`config.mk`:
```
export PLATFORM = sky130hd
export DESIGN_NAME = dict_compare_stage
export DESIGN_NICKNAME = d
export VERILOG_FILES = /design/src/rtl/dict_compare_stage.sv
export SDC_FILE = /design/constraint.sdc
export NUM_CORES = 1
export LEC_CHECK = 0
export BUFFER_PORTS_ARGS = -buffer_cell sky130_fd_sc_hd__buf_2
export CAP_MARGIN = 20
export CORE_ASPECT_RATIO = 1.25
export CORE_MARGIN = 2
export CORE_UTILIZATION = 66
export DETAILED_ROUTE_END_ITERATION = 7
export GPL_TIMING_DRIVEN = 0
export PLACE_DENSITY = 0.85
export SLEW_MARGIN = 10
export SYNTH_ARGS = -nofsm -noshare
export SYNTH_HDL_FRONTEND = slang
export SYNTH_SLANG_ARGS = --single-unit
```
`constraint.sdc`:
```
create_clock -name i_clk -period 7.7 [get_ports i_clk]
set_input_delay 0.77 -clock i_clk [delete_from_list [all_inputs] [get_ports i_clk]]
set_output_delay 0.77 -clock i_clk [all_outputs]
set_load 0.1 [all_outputs]
```
`src/rtl/dict_compare_stage.sv`:
```
// Byte-wise compare of each accepted word against a FIFO-replacement dictionary,
// producing one registered 4-bit match vector per entry for the word_decoder bank.
module dict_compare_stage #(
   parameter  int unsigned DICT_DEPTH = 16,
   localparam int unsigned PTR_W      = $clog2(DICT_DEPTH)
) (
   input  logic                    i_clk,
   input  logic                    i_rst_n,
   input  logic                    i_clear,
   input  logic                    i_valid,
   output logic                    o_ready,
   input  logic [31:0]             i_word,
   output logic                    o_valid,
   input  logic                    i_ready,
   output logic [31:0]             o_word,
   output logic                    o_zero,
   output logic [4*DICT_DEPTH-1:0] o_compare_vec,
   output logic [DICT_DEPTH-1:0]   o_entry_valid
);

   logic [31:0]             dict [DICT_DEPTH];
   logic [DICT_DEPTH-1:0]   entry_valid;
   logic [DICT_DEPTH-1:0]   cmp_valid;
   logic [DICT_DEPTH-1:0]   next_valid;
   logic [PTR_W-1:0]        wr_ptr;
   logic [PTR_W-1:0]        base_ptr;
   logic [4*DICT_DEPTH-1:0] cmp_vec;
   logic                    full_hit;
   logic                    accept;
   logic                    push;

   assign o_ready = ~o_valid | i_ready;
   assign accept  = i_valid & o_ready;

   // A clear in the same cycle makes the compare and the push see an empty dictionary.
   assign cmp_valid = i_clear ? '0 : entry_valid;
   assign base_ptr  = i_clear ? '0 : wr_ptr;

   always_comb begin
      cmp_vec  = '0;
      full_hit = 1'b0;
      for (int unsigned k = 0; k < DICT_DEPTH; k++) begin
         for (int unsigned b = 0; b < 4; b++) begin
            cmp_vec[4*k+b] = cmp_valid[k] & (dict[k][8*b +: 8] == i_word[8*b +: 8]);
         end
         if (cmp_vec[4*k +: 4] == 4'hF) begin
            full_hit = 1'b1;
         end
      end
   end

   assign push = accept & ~full_hit & (i_word != '0);

   always_comb begin
      next_valid = cmp_valid;
      if (push) begin
         next_valid[base_ptr] = 1'b1;
      end
   end

   always_ff @(posedge i_clk or negedge i_rst_n) begin
      if (!i_rst_n) begin
         o_valid       <= 1'b0;
         o_word        <= '0;
         o_zero        <= 1'b0;
         o_compare_vec <= '0;
         o_entry_valid <= '0;
         entry_valid   <= '0;
         wr_ptr        <= '0;
      end else begin
         if (accept) begin
            o_valid       <= 1'b1;
            o_word        <= i_word;
            o_zero        <= (i_word == '0);
            o_compare_vec <= cmp_vec;
            o_entry_valid <= cmp_valid;
         end else if (i_ready) begin
            o_valid <= 1'b0;
         end
         entry_valid <= next_valid;
         wr_ptr      <= push ? base_ptr + PTR_W'(1) : base_ptr;
      end
   end

   // Entry data needs no reset: it is never observed while its valid bit is low.
   always_ff @(posedge i_clk) begin
      if (push) begin
         dict[base_ptr] <= i_word;
      end
   end

endmodule

```
After elaboration in Yosys (flattened, before gate mapping)
Memory sizes are Yosys's and may differ from the RTL's. Index checks and enable logic that the tools add are counted.

RAM bits: 512. Memories kept: 1. Register bits after elaboration: 134. Input port bits: 37.

Memories: dict (words 16, bits a word 32, rd ports 16, clocked after Yosys merged registers in 0, wr ports 1, line 21) `logic [31:0] dict [DICT_DEPTH];`.

$lt $le $gt $ge: 2. Add/sub/neg operators: 1. Multiplexer cells: 26. Reduce and logical (&&, ||, !) cells: 4. Bitwise operators: 71. Equal/unequal tests: 80.

Operators with widths (number): 8-bit equality test (64); 1-bit AND (67); 4-bit equality test, second input constant (16); 32-bit zero test (1); 16-bit 2-to-1 mux (2); 32-bit nonzero test (1); 1-bit 2-to-1 mux (21); 16-bit bitwise OR (1); 4-bit 2-to-1 mux (2); 4-bit by 5-bit less-than comparator with 1-bit output, second input constant (1); 4-bit by 1-bit adder with 4-bit output, second input constant (1); 1-bit demux with 4-bit select (1); 4-bit by 1-bit >= comparator with 1-bit output, second input constant (1); 1-bit inverter (2); 2-bit nonzero test (1); 1-bit logical AND (1); 1-bit bitwise OR (1).

Logic depth before layout (Yosys ltp)
Word-level depth: 24. Gate-level depth with buffers: 11.

Least setup slack after synthesis
Ideal clock, no wire load.

Kind: register -> register. Start: register o_valid. End: memory dict[15][0], enable pin. Path buffers: 0. Data arrival time: 5662 ps. Path slack: 1536 ps. Setup time: 502 ps. Period minus slack after synthesis: 6164 ps. Cell stages (with the launch flop): 6. Cells stage by stage: dfrtp_1 > nand2b_1 > nand2_1 > a311oi_1 > nand3_1 > nor4_1.

Cells in the longest elaborated chain, start to end: 7.

RTL lines: from (decl) (line 13) `output logic o_valid,`; from (signal assigned) (line 63) `o_valid <= 1'b0;`; from (signal assigned) (line 72) `o_valid <= 1'b1;`; from (signal assigned) (line 78) `o_valid <= 1'b0;`; 1-bit inverter (line 32) `assign o_ready = ~o_valid | i_ready;`; 1-bit bitwise OR (line 32); named net o_ready (line 11) `output logic o_ready,`; 1-bit AND (line 33) `assign accept = i_valid & o_ready;`; 1-bit AND (2 in series) (line 52) `assign push = accept & ~full_hit & (i_word != '0);`; 1-bit 2-to-1 mux (line 87) `if (push) begin`; 1-bit 2-to-1 mux (not written as such) (line 88) `dict[base_ptr] <= i_word;`; to (decl) (line 21).

The timed path passes the listed nets, and every way through them passes these cells.

Worst setup path after layout
Start: input i_clear. End: memory dict[12][23], enable pin.

Cells in the longest elaborated chain, start to end: 24.

RTL lines: from (decl) (line 9) `input logic i_clear,`; 16-bit 2-to-1 mux (line 36) `assign cmp_valid = i_clear ? '0 : entry_valid;`; 1-bit AND (line 44) `cmp_vec[4*k+b] = cmp_valid[k] & (dict[k][8*b +: 8] == i_word[8*b +: 8]);`; 4-bit equality test (line 46) `if (cmp_vec[4*k +: 4] == 4'hF) begin`; 1-bit 2-to-1 mux (16 in series) (line 46); 1-bit inverter (line 52); 1-bit AND (2 in series) (line 52); 1-bit 2-to-1 mux (line 87); 1-bit 2-to-1 mux (not written as such) (line 88).

Parallel ways exist; a longest one is shown, timed or not.

==> results.md <==
* Post-Route WL at slightly above 70,000 µm
* Max cap viols at 0
* Worst clock skew at 0.0215 ns
* Setup crit start: i_clear
* Die width at around 190 µm
* Largest net degree at the start of global routing at 87
* Reg2reg setup slack at 3.61 ns
* Syn avg cell area at between 15 and 20 µm²
* Clock root cell: clkbuf_16
* Syn. warnings at 0
* Hold Path Class: in2async
* Num CTS Buffers at 58
* Clock sinks at 646
* Max Root-Sink Buffers at 3
* RSZ-0062 raised after global routing: false
* Gate Count Post-Synth at around 1,700
* Via-to-Cell Ratio at around 6.3
* H-tree Lvls at 2
* DRT iter0 DRCs at approximately 1,600
* Seq/Total Area, Yosys at 69.3%
* Number of cell rows at 82
* Crit path time final at roughly 4.3 ns
* Worst VDD drop at slightly above 0.2 mV
* Share of cells above drive strength 1 at approximately a fifth
* Via Count at around 16,000
* Post-DRT Antenna Nets at 0
* IO Pins at between 150 and 200
* Commonest non-fill, non-tap cell in the layout: edfxtp_1
* DIE HEIGHT at between 200 and 250 µm
* Max incr delay on CP at roughly 0.95 ns
* CP Depth at 10
* CP Buf/Inv Count at 3
* Final Max Slew Viols at 0
* RD Place Congestion at about 0.97
* CP Cell Sequence: buf_2 -> buf_2 -> nor2b_1 -> nand4_1 -> nor4_1 -> nor3_1 -> nand4_4 -> nor2_4 -> buf_6 -> and3_2
* Distinct cells, synth at 40
* Fmax at about 230 MHz
* Gr usage total at between 30 and 40%
* Post-detailed-route wirelength per cell at 28.1 µm
* Layout overhead on the synthesized area at 13.4%
* Nets at 2,008
* Final setup fails at 0
* Register-to-Register Path Depth at 8
* Hold Vio Cnt, Final at 0
* Relative slew slack at between 10% and 20%
* Crit-path max FO at 32
* Placeable core area at 40,200 µm²
* DRT Pass-1 Iters at 5
* WP data required at around 7.9 ns
* Netlist Area Pre-Place at roughly 27,000 µm²
* Slowest-stage cell, CP: nor2b_1
* Leak Pwr at about 11 nW
* Gr ovfl total at 0
* DRC at 0
* Slew of the pin with the lowest slew margin at ~1.2 ns
* Most used cell along the critical path: buf_2
* Die area at 42,600 µm²
* Resize count post-CTS at 0
* Setup Crit Path Kind: in2reg
* Setup crit start kind: input port
* Critical Path End Type: register
* First-pass GRT wire length at 104,000 µm
* Hold buffer count at cts at 0
* DP Cell Count at 2,451
* Commonest cells after routing, fill and taps aside: 512 x edfxtp_1, 355 x xor2_1, 159 x xnor2_1, 152 x buf_2, 134 x dfrtp_1
* Starting Density at 67.2%
* Critical path's top delay family: simple AND/OR/NAND/NOR gates
* Final hold slack at 0.0998 ns
* Final worst-path cycle share at between 50% and 60%
* HPWL after detailed placement at 46,100 µm
* R2R Path Start: entry_valid[9]
* IO Port Bufs at 151
* Status: completed
* Crit path DAT at 4.54 ns
* PD cells at approximately 240 nW/µm²
* Setup bufs post-CTS at 0
* Number of global-route vias before repair at 16,200
* Synth Register Bits at about 650
* Synth Net Count at ~1,800
* Antenna violations before repair at 3
* CTS clock-pin slew for the worst setup and hold paths at about 0.07 ns
* Final Non-Filler Cells at roughly 2,600
* CTS tree: built
* Clk_lat worst skew at roughly 0.61 ns
[worst reg2reg max path, stage by stage (launching register included)]
cell and delay [ns]:
dfrtp_1 0.35, nor2b_1 0.94, nand4_1 0.67, nor4_1 0.60
nor4_2 0.14, nand4_4 0.21, nor2_4 0.11, buf_6 0.15
and3_2 0.51
[flip-flops by register name (all words and copies together), names as in the netlist]
name,count
o_entry_valid,16
o_valid,1
wr_ptr,4
entry_valid,16
o_compare_vec,64
o_word,32
o_zero,1
dict,512
[metrics by stage]
stage	instance area, µm²	power [mW]	TNS, ns	setup slack (ns)	utilization [%]
2_1_floorplan	27000	4.40	0	1.54	-
3_3_place_gp	28500	4.58	-69.48	-1.20	70.8
3_5_place_dp	28700	4.60	0	2.80	71.5
4_1_cts	30600	7.42	0	3.43	76.2
5_1_grt	30700	7.59	0	3.24	76.3
6_report	30700	7.43	0	3.38	76.3
[metal layers]
| layer | track usage [%] | wire, µm | vias to the layer above |
|---|---|---|---|
| met4 | 19.0 | 4280 | 2 |
| met1 | 44.1 | 25800 | 8139 |
| met2 | 56.3 | 35200 | 1024 |
| met5 | 0 | 16 | - |
| met3 | 5.73 | 6640 | 212 |
| li1 | - | - | 6743 |
[cell families (layout without fill, tap and decap cells)]
group | count (synthesis) | after routing | share of synthesized area [%]
AND/OR/NAND/NOR | 345 | 345 | 7.09
flip-flops | 646 | 646 | 69.3
adder cells (fa/ha/maj) | 4 | 4 | 0.185
buffers and inverters | 92 | 372 | 2.93
other | 0 | 2 | 0
AO/OA/AOI/OAI | 85 | 85 | 1.83
XOR/XNOR | 514 | 514 | 16.6
multiplexers | 49 | 49 | 2.05
[final cells by class]
type / instances / area, µm²
Antenna cell: 2 / 5.00
Buffer: 87 / 774
Clock buffer: 81 / 1670
Clock inverter: 27 / 234
Fill cell: 2320 / 9550
Inverter: 5 / 18.8
Multi-Input combinational cell: 997 / 7550
Sequential cell: 646 / 18700
Tap cell: 546 / 683
Timing Repair Buffer: 172 / 1010
[cells in the mapped netlist (all sizes together)]
cell | instances | area (µm²)
a41oi | 1 | 8.76
mux2 | 49 | 556
nor4 | 78 | 500
buf | 68 | 703
nand2b | 13 | 81.3
or4 | 10 | 75.1
dfrtp | 134 | 3350
and3 | 11 | 68.8
o21bai | 1 | 7.51
inv | 5 | 18.8
nand2 | 72 | 273
edfxtp | 512 | 15400
and2 | 2 | 12.5
o31ai | 1 | 7.51
a21bo | 2 | 20.0
nand4 | 66 | 428
a311oi | 1 | 8.76
a21o | 2 | 15.0
a31o | 11 | 96.4
xnor2 | 159 | 1390
nor2b | 11 | 68.8
nor2 | 9 | 43.8
o21ai | 66 | 330
xor2 | 355 | 3110
clkbuf | 19 | 71.3
nand3 | 18 | 90.1
ha | 4 | 50.1
nor3 | 55 | 275
[power breakdown]
group | internal [mW] | total [mW] | leakage, nW | switching, mW
Combinational | 0.179 | 0.692 | 3.90 | 0.513
Sequential | 3.83 | 3.85 | 6.41 | 0.0242
Clock | 1.64 | 2.89 | 0.932 | 1.24
[path summary, 6_finish.rpt]
kind                                endpoint
setup / recovery                dict[12][23]
hold / removal                    o_word[16]
max in group asynchronous         o_word[29]
min in group i_clk                   o_valid
hold reg to reg            o_compare_vec[52]
setup reg to reg                dict[12][23]
Note: power is estimated with default switching activity, not from simulation.
